===== src/rtl/hsv_ctrl_pkg.sv =====
// Shared types and constants for the HSV stream controller: FSM states,
// the tag carried alongside the external converter, and the buffered word.
package hsv_ctrl_pkg;

    localparam int DATA_W = 24;
    localparam int TYPE_W = 4;
    localparam int FCNT_W = 16;

    localparam logic [TYPE_W-1:0] PKT_VIDEO = 4'h0;

    typedef enum logic [1:0] {
        WAIT_SOP = 2'd0,
        VIDEO    = 2'd1,
        PASS     = 2'd2
    } state_e;

    typedef struct packed {
        logic [DATA_W-1:0] raw_data;
        logic              sop;
        logic              eop;
        logic              convert;
    } tag_t;

    // video_eop marks the last word of a converted packet so the frame
    // counter can step when that word leaves the buffer.
    typedef struct packed {
        logic [DATA_W-1:0] data;
        logic              sop;
        logic              eop;
        logic              video_eop;
    } out_word_t;

    localparam int OUT_W = $bits(out_word_t);

endpackage


===== src/rtl/stream_fifo.sv =====
// Synchronous first-word-fall-through FIFO with occupancy count.
// A write is still taken when full provided a read happens the same cycle.
module stream_fifo #(
    parameter int DEPTH = 16,
    parameter int WIDTH = 8
) (
    input  logic                   clk,
    input  logic                   reset,
    input  logic                   wr_en,
    input  logic [WIDTH-1:0]       wr_data,
    input  logic                   rd_en,
    output logic [WIDTH-1:0]       rd_data,
    output logic                   empty,
    output logic [$clog2(DEPTH):0] count
);

    localparam int AW = $clog2(DEPTH);

    logic [WIDTH-1:0] mem_q [DEPTH];
    logic [AW-1:0]    wr_ptr_q, wr_ptr_d;
    logic [AW-1:0]    rd_ptr_q, rd_ptr_d;
    logic [AW:0]      count_q, count_d;
    logic             full, do_wr, do_rd;

    always_comb begin
        empty    = (count_q == '0);
        full     = (count_q == (AW+1)'(DEPTH));
        do_rd    = rd_en & ~empty;
        do_wr    = wr_en & (~full | do_rd);
        wr_ptr_d = do_wr ? wr_ptr_q + AW'(1) : wr_ptr_q;
        rd_ptr_d = do_rd ? rd_ptr_q + AW'(1) : rd_ptr_q;
        count_d  = count_q;
        if (do_wr && !do_rd) begin
            count_d = count_q + (AW+1)'(1);
        end else if (!do_wr && do_rd) begin
            count_d = count_q - (AW+1)'(1);
        end
    end

    assign rd_data = mem_q[rd_ptr_q];
    assign count   = count_q;

    always_ff @(posedge clk) begin
        if (do_wr) begin
            mem_q[wr_ptr_q] <= wr_data;
        end
    end

    always_ff @(posedge clk) begin
        if (reset) begin
            wr_ptr_q <= '0;
            rd_ptr_q <= '0;
            count_q  <= '0;
        end else begin
            wr_ptr_q <= wr_ptr_d;
            rd_ptr_q <= rd_ptr_d;
            count_q  <= count_d;
        end
    end

endmodule


===== src/rtl/hsv_stream_ctrl.sv =====
// Packet-aware wrapper around an external fixed-latency RGB-to-HSV datapath:
// classifies packets, tags words through the converter latency, and buffers output.
module hsv_stream_ctrl
    import hsv_ctrl_pkg::*;
#(
    parameter int PIPE_LAT   = 3,
    parameter int FIFO_DEPTH = 16
) (
    input  logic              clk,
    input  logic              reset,
    input  logic [DATA_W-1:0] sink_data,
    input  logic              sink_valid,
    input  logic              sink_sop,
    input  logic              sink_eop,
    output logic              sink_ready,
    output logic [DATA_W-1:0] source_data,
    output logic              source_valid,
    output logic              source_sop,
    output logic              source_eop,
    input  logic              source_ready,
    output logic [DATA_W-1:0] conv_in_data,
    output logic              conv_in_en,
    input  logic [DATA_W-1:0] conv_out_data,
    input  logic              cfg_enable,
    output logic [FCNT_W-1:0] frame_count,
    output logic              busy
);

    localparam int CW    = $clog2(FIFO_DEPTH);
    localparam int OCC_W = CW + 2;

    state_e              state_q, state_d;
    logic [PIPE_LAT-1:0] vld_pipe_q, vld_pipe_d;
    tag_t                tag_q [PIPE_LAT];
    tag_t                tag_d [PIPE_LAT];
    logic                rdy_en_q, rdy_en_d;
    logic [FCNT_W-1:0]   frame_count_q, frame_count_d;

    logic                accept, keep, convert;
    logic [OCC_W-1:0]    inflight, outstanding;
    logic                fifo_wr, fifo_rd, fifo_empty;
    logic [CW:0]         fifo_count;
    out_word_t           fifo_wdata, head;
    tag_t                tail;

    // Input classification and next-state
    always_comb begin
        accept  = sink_valid & sink_ready;
        keep    = 1'b0;
        convert = 1'b0;
        state_d = state_q;
        if (accept) begin
            if (sink_sop) begin
                keep = 1'b1;
                if (sink_eop) begin
                    state_d = WAIT_SOP;
                end else if (sink_data[TYPE_W-1:0] == PKT_VIDEO && cfg_enable) begin
                    state_d = VIDEO;
                end else begin
                    state_d = PASS;
                end
            end else if (state_q != WAIT_SOP) begin
                keep    = 1'b1;
                convert = (state_q == VIDEO);
                if (sink_eop) begin
                    state_d = WAIT_SOP;
                end
            end
        end
    end

    assign conv_in_en   = convert;
    assign conv_in_data = sink_data;

    // Tag pipeline tracks each word through the converter latency
    always_comb begin
        vld_pipe_d[0] = keep;
        tag_d[0]      = '{raw_data: sink_data, sop: sink_sop, eop: sink_eop, convert: convert};
        for (int i = 1; i < PIPE_LAT; i++) begin
            vld_pipe_d[i] = vld_pipe_q[i-1];
            tag_d[i]      = tag_q[i-1];
        end
        inflight = '0;
        for (int i = 0; i < PIPE_LAT; i++) begin
            inflight = inflight + OCC_W'(vld_pipe_q[i]);
        end
    end

    always_comb begin
        tail       = tag_q[PIPE_LAT-1];
        fifo_wr    = vld_pipe_q[PIPE_LAT-1];
        fifo_wdata = '{data:      tail.convert ? conv_out_data : tail.raw_data,
                       sop:       tail.sop,
                       eop:       tail.eop,
                       video_eop: tail.convert & tail.eop};
    end

    stream_fifo #(
        .DEPTH (FIFO_DEPTH),
        .WIDTH (OUT_W)
    ) u_fifo (
        .clk     (clk),
        .reset   (reset),
        .wr_en   (fifo_wr),
        .wr_data (fifo_wdata),
        .rd_en   (fifo_rd),
        .rd_data (head),
        .empty   (fifo_empty),
        .count   (fifo_count)
    );

    // Credit counts words in the converter too, so the FIFO can never overflow
    // and sink_ready is independent of source_ready.
    always_comb begin
        outstanding   = OCC_W'(fifo_count) + inflight;
        sink_ready    = rdy_en_q & ~reset & (outstanding < OCC_W'(FIFO_DEPTH));
        source_valid  = ~reset & ~fifo_empty;
        fifo_rd       = source_valid & source_ready;
        rdy_en_d      = 1'b1;
        frame_count_d = frame_count_q;
        if (fifo_rd && head.video_eop) begin
            frame_count_d = frame_count_q + FCNT_W'(1);
        end
    end

    assign source_data = head.data;
    assign source_sop  = head.sop;
    assign source_eop  = head.eop;
    assign frame_count = frame_count_q;
    assign busy        = ~reset & ((state_q != WAIT_SOP) | (|vld_pipe_q) | ~fifo_empty);

    always_ff @(posedge clk) begin
        if (reset) begin
            state_q       <= WAIT_SOP;
            vld_pipe_q    <= '0;
            rdy_en_q      <= 1'b0;
            frame_count_q <= '0;
        end else begin
            state_q       <= state_d;
            vld_pipe_q    <= vld_pipe_d;
            rdy_en_q      <= rdy_en_d;
            frame_count_q <= frame_count_d;
        end
    end

    always_ff @(posedge clk) begin
        for (int i = 0; i < PIPE_LAT; i++) begin
            tag_q[i] <= tag_d[i];
        end
    end

endmodule


===== config.mk =====
export PLATFORM = sky130hd
export DESIGN_NAME = hsv_stream_ctrl
export DESIGN_NICKNAME = d
export VERILOG_FILES = /design/src/rtl/hsv_ctrl_pkg.sv /design/src/rtl/stream_fifo.sv /design/src/rtl/hsv_stream_ctrl.sv
export SDC_FILE = /design/constraint.sdc
export NUM_CORES = 1
export LEC_CHECK = 0
export BUFFER_PORTS_ARGS = -buffer_cell sky130_fd_sc_hd__buf_4
export CORE_MARGIN = 1.5
export CORE_UTILIZATION = 50
export DETAILED_ROUTE_END_ITERATION = 8
export GPL_ROUTABILITY_DRIVEN = 0
export PLACE_DENSITY = 0.77
export SLEW_MARGIN = 20
export SYNTH_ARGS = -nofsm -noshare
export SYNTH_HDL_FRONTEND = slang
export SYNTH_SLANG_ARGS = --single-unit

===== constraint.sdc =====
create_clock -name clk -period 3.94 [get_ports clk]
set_input_delay 0 -clock clk [delete_from_list [all_inputs] [get_ports clk]]
set_output_delay 0 -clock clk [all_outputs]
set_load 0.03 [all_outputs]

[Yosys cells after proc, flatten, opt, wreduce, memory -nomap -nowiden]
Memories as Yosys holds them, arrays and structs flattened. A register that Yosys moved wholly into a read port is not among the register bits.
Index checks and enable logic that the tools add are counted.
Operators by class
  add/subtract/negate cells: 8
  magnitude comparators: 1
  eq/ne operators: 2
  mux-type cells: 18
  bitwise logic cells: 16
  reductions and logical operators: 15
Operators with widths (number)
  $mux 24: 1
  $add 16x1->16 const B: 1
  $mux 2: 5
  $mux 5: 2
  $and 1x1->1: 9
  $add 4x1->4 const B: 2
  $mux 1: 8
  $mux 4: 2
  $reduce_bool 2->1: 4
  $add 5x3->6: 1
  $lt 6x5->1 const B: 1
  $add 5x1->5 const B: 1
  $eq 5x5->1 const B: 1
  $logic_not 5->1: 1
  $sub 5x1->5 const B: 1
  $logic_and 1x1->1: 4
  $logic_not 4->1: 1
  $not 1->1: 4
  $add 2x1->3: 1
  $or 1x1->1: 3
  $reduce_and 3->1: 1
  $reduce_or 3->1: 1
  $add 1x1->2: 1
  $eq 2x1->1 const B: 1
  other kinds (2): 3
Storage, ports and cells
  register bits: 35
  bits in writable memories: 513
  input port bits: 55
  logic and storage cells: 70
  memories kept: 2
Memories
  u_fifo.mem_q: depth 16, bits a word 27, read ports 1, clocked after memory_dff 1, wr ports 1, line stream_fifo.sv:19  | logic [WIDTH-1:0] mem_q [DEPTH];
  tag_q: depth 3, bits a word 27, read ports 3, clocked after memory_dff 0, wr ports 3, line hsv_stream_ctrl.sv:34  | tag_t tag_q [PIPE_LAT];

[Logic depth before layout (Yosys ltp)]
  word-level depth: 11
  depth in mapped cells: 13
  depth with buffers taken out: 12

[Hierarchy]
A second synthesis with hierarchy kept.
Unflattened totals
  cell total of the unflattened synthesis: 1036
  area total of the unflattened synthesis: 20319.5 µm²
Modules (own cells, without submodules)
  stream_fifo: times used 1, cells an instance 771, area each 17097.6 µm², sequential area each 13312.8 µm²
  hsv_stream_ctrl: times used 1, cells an instance 265, area each 3221.8 µm², sequential area each 2062.0 µm²

[Worst setup path before layout]
Ideal clock, no wire load.
  path kind: flip-flop to flip-flop
  from: register u_fifo.count_q[0], in the netlist u_fifo.count[0]
  to: memory u_fifo.mem_q[4][0] in the netlist's numbering (enable)
  library setup time: 0.445 ns
  arrival: 3.151 ns
  required time: 3.495 ns
  setup slack: 0.345 ns
  cell stages (with the launch flop): 5
  clock period less this slack: 3.595 ns
  path through: dfxtp_1 -> nor4_2 -> a31oi_1 -> nand2_1 -> nor3_1
On the way
  word-level cells in the longest chain between the ends: 9
Ends and longest elaborated chain
  start, declared: line stream_fifo.sv:22  | logic [AW:0] count_q, count_d;
  start signal, assigned: line stream_fifo.sv:57  | count_q <= count_d;
  $logic_not 5->1: line stream_fifo.sv:26  | empty = (count_q == '0);
  $not 1->1: line stream_fifo.sv:28, hsv_stream_ctrl.sv:117
  $and 1x1->1: line hsv_stream_ctrl.sv:117  | source_valid = ~reset & ~fifo_empty;
  $and 1x1->1: line hsv_stream_ctrl.sv:118  | fifo_rd = source_valid & source_ready;
  $and 1x1->1: line stream_fifo.sv:28  | do_rd = rd_en & ~empty;
  $or 1x1->1 *: line stream_fifo.sv:29  | do_wr = wr_en & (~full | do_rd);
  $and 1x1->1 *: line stream_fifo.sv:29
  net u_fifo.do_wr: line stream_fifo.sv:23  | logic full, do_wr, do_rd;
  $mux 1 *: line stream_fifo.sv:44  | if (do_wr) begin
  $mux 1 (not written as such) *: line stream_fifo.sv:45  | mem_q[wr_ptr_q] <= wr_data;
  end, declared: line stream_fifo.sv:19
The timed path passes the listed nets; every way through them passes the cells marked *.

==> impl_metrics.json <==
{
  "status": "completed",
  "drt-pass1-iter-count": 5,
  "maxSlewViolCount": 0,
  "yosys_warnings": 0,
  "remaining_drc_errors": 0,
  "grt_pass1_wl_mm": 62.16,
  "grt_max_degree": 50,
  "rsz0062_at_grt": "no",
  "drive_above_1_share": 0.3423,
  "timing.final.crit_share": 0.8084,
  "critPathKind": "flop to output port",
  "via_per_inst": 5.652,
  "die_height_um": 204.6,
  "synth_most_common_cell": "edfxtp_1",
  "dpl.hpwl_mm": 23.02,
  "cts_root_buf": "clkbuf_16",
  "area_delta_synth_final_pct": 18.91,
  "power_mw": 13.58,
  "hold_violations": 0,
  "netlist_instances": 974,
  "placed_area_sq_mm": 0.02187,
  "critical_path_required_ns": 3.94,
  "avgRoutedWirePerCell_um": 23.61,
  "crit_top_cell": "mux4_2",
  "insertion_delay_ns": 0.60,
  "io_pins": 125,
  "core_sq_mm": 0.03991,
  "dp_cells": 1593,
  "synth_nets": 1043,
  "fmax_mhz": 313.9,
  "path_max_fanout": 49,
  "min_path_type": "input pin to flop",
  "cts_buffers": 55,
  "post_cts_resized": 0,
  "cp_cell_sequence": "buf_12 > mux4_2 > mux4_2 > buf_4",
  "wl_mm": 41.29,
  "finalNetCount": 1246,
  "worst_path_max_delay_cell": "dfxtp_4",
  "r2r_setup_slack_ns": 0.77,
  "leakage_nw": 7.986,
  "post_cts_buffers": 0,
  "n_antenna_cell": 0,
  "clk_path_buf_depth": 3,
  "synth_cell_types": 52,
  "numPortBuffers": 124,
  "ys_seq_area_frac": 0.7566,
  "row_count": 73,
  "min_period_ns": 3.185,
  "drt_iter0_markers": 1029,
  "initial_core_util": 0.5091,
  "async_flop_share": 0,
  "fp.dieW_um": 204.6,
  "synth_area_leaders": "edfxtp_1 (64%), mux4_2 (15%), dfxtp_1 (12%), mux2_2 (1.3%), buf_4 (0.89%)",
  "setup_viol": 0,
  "vdd_drop_max_mv": 0.3113,
  "antenna_found_initial": 0,
  "hold_buffers": 52,
  "num_vias": 9886,
  "final_cells": 1749,
  "tns_ns": 0,
  "ys.flop_type": "edfxtp_1",
  "drtAntennaViolNets": 0,
  "slew_headroom": 0.4341,
  "synth.avg_cell_area_sq_um": 20.86,
  "htreeDepth": 2,
  "grt_usage": 0.2032,
  "cp_data_arrival_time_ns": 3.19,
  "synth-seq-cells": 552,
  "cts.sinks": 552,
  "max_slew.worst_pin.slew_ns": 0.8488,
  "tritoncts": "yes",
  "syn_area_sq_mm": 0.02032,
  "synth_top_area_cell": "edfxtp_1",
  "grt_pass1_vias": 10192,
  "synth_top_area_share": 0.6383,
  "synth_commonest_cells": "edfxtp_1 (432), mux4_2 (132), dfxtp_1 (120)",
  "cpPeakStageDelay_ns": 0.74,
  "power_density_mw_per_mm2": 561.8,
  "design_area_sq_mm": 0.02417,
  "end_kind": "output port",
  "synth_edf_count": 432,
  "cap_violations": 0,
  "grt_overflow": 0,
  "clkSlewWorstSetupHoldPaths_ns": 0.06,
  "finalClockSkew_ns": 0.01183,
  "worst_setup_path_start_kind": "flop",
  "dieArea_sq_mm": 0.04186
}
## critical path: cells and delay by family, from the launching register on
| kind | cells | cell delay, ns |
|---|---|---|
| buffers and inverters | 2 | 0.61 |
| DFF | 1 | 0.74 |
| muxes | 2 | 1.12 |
## cells in the final DEF, fill, tap and decap left out, types with 2 or more instances in the layout
| cell | instances |
|---|---|
| a2111oi_2 | 5 |
| a211oi_1 | 4 |
| a21o_1 | 2 |
| a21oi_1 | 12 |
| and2_1 | 11 |
| buf_12 | 2 |
| buf_4 | 157 |
| bufinv_16 | 4 |
| clkbuf_1 | 14 |
| clkbuf_16 | 56 |
| clkbuf_8 | 4 |
| clkinv_1 | 9 |
| clkinv_2 | 10 |
| clkinv_4 | 2 |
| dfxtp_1 | 116 |
| dfxtp_2 | 2 |
| dfxtp_4 | 2 |
| dlygate4sd3_1 | 52 |
| edfxtp_1 | 432 |
| fa_1 | 2 |
| ha_1 | 12 |
| inv_1 | 18 |
| inv_6 | 4 |
| mux2_2 | 24 |
| mux2i_1 | 8 |
| mux4_2 | 132 |
| nand2_1 | 14 |
| nand3_1 | 9 |
| nand3b_1 | 2 |
| nand4_1 | 4 |
| nor2_1 | 41 |
| nor2_2 | 4 |
| nor3_2 | 4 |
| nor4b_1 | 2 |
| o21ai_0 | 2 |
| xnor2_1 | 15 |
| xor2_1 | 6 |
## final cells by class
type	count	area [sq um]
flip-flops and latches	552	15380
fillers	2678	15750
clock buffers	74	1509
well taps	525	656.9
inverters	19	71.32
clock inverters	30	264.0
repair buffers	211	1739
multi-input cells	338	4541
## metrics by stage
| step | utilization | hold slack (ns) | worst slack (ns) |
|---|---|---|---|
| floorplan | - | 0.02772 | 0.3447 |
| CTS | 0.6054 | 0.003259 | 0.6748 |
| detailed placement | 0.5480 | 0.1145 | 0.7931 |
| finish | 0.6054 | 0.01551 | 0.7547 |
| global route | 0.6054 | 0.03758 | 0.5226 |
| global placement | 0.5480 | 0.1125 | 0.8661 |
## report_power, final
part	internal (mW)	switching [mW]	total (mW)
sequential	6.35	0.155	6.51
combinational	1.02	0.946	1.97
clock	2.95	2.14	5.10
## path summary, 6_finish.rpt
path / startpoint / to / cells after the start
hold / removal: conv_out_data[10] / u_fifo.mem_q[15][13]$_DFFE_PP_ / 2
hold reg to reg: tag_q[0][31]$_DFF_P_ / tag_q[0][58]$_DFF_P_ / 0
setup reg to reg: u_fifo.count[0]$_SDFFE_PP0P_ / u_fifo.count[4]$_SDFFE_PP0P_ / 10
setup / recovery: flop / source_eop / 4
## routing by layer
layer | vias to the layer above | routed length (um) | global-route usage
met5 | - | 0 | 0
met4 | 0 | 833 | 0.06276
met3 | 63 | 3063 | 0.04184
met2 | 421 | 20210 | 0.3247
met1 | 5104 | 17190 | 0.2832
li1 | 4298 | - | -
## registers in the layout, indices dropped and copies added, names as in the netlist, named ones only
signal,flops
u_fifo.mem_q,432
tag_q,81
frame_count,16
u_fifo.count,5
u_fifo.rd_ptr_q,4
u_fifo.wr_ptr_q,4
vld_pipe_q,3
state_q,2
rdy_en_q,1
## cell families (layout without fill, tap and decap cells)
family                   after synthesis  count (layout)  synth area share
AO/OA/AOI/OAI                         34              34           0.01404
XOR/XNOR                              21              21          0.009051
adder cells (fa/ha/maj)               14              14          0.009358
buffers and inverters                 84             334           0.02149
flip-flops                           552             552            0.7566
multiplexers                         165             165            0.1641
AND/OR/NAND/NOR                      104             104           0.02543
Note: power is estimated with default switching activity, not from simulation.
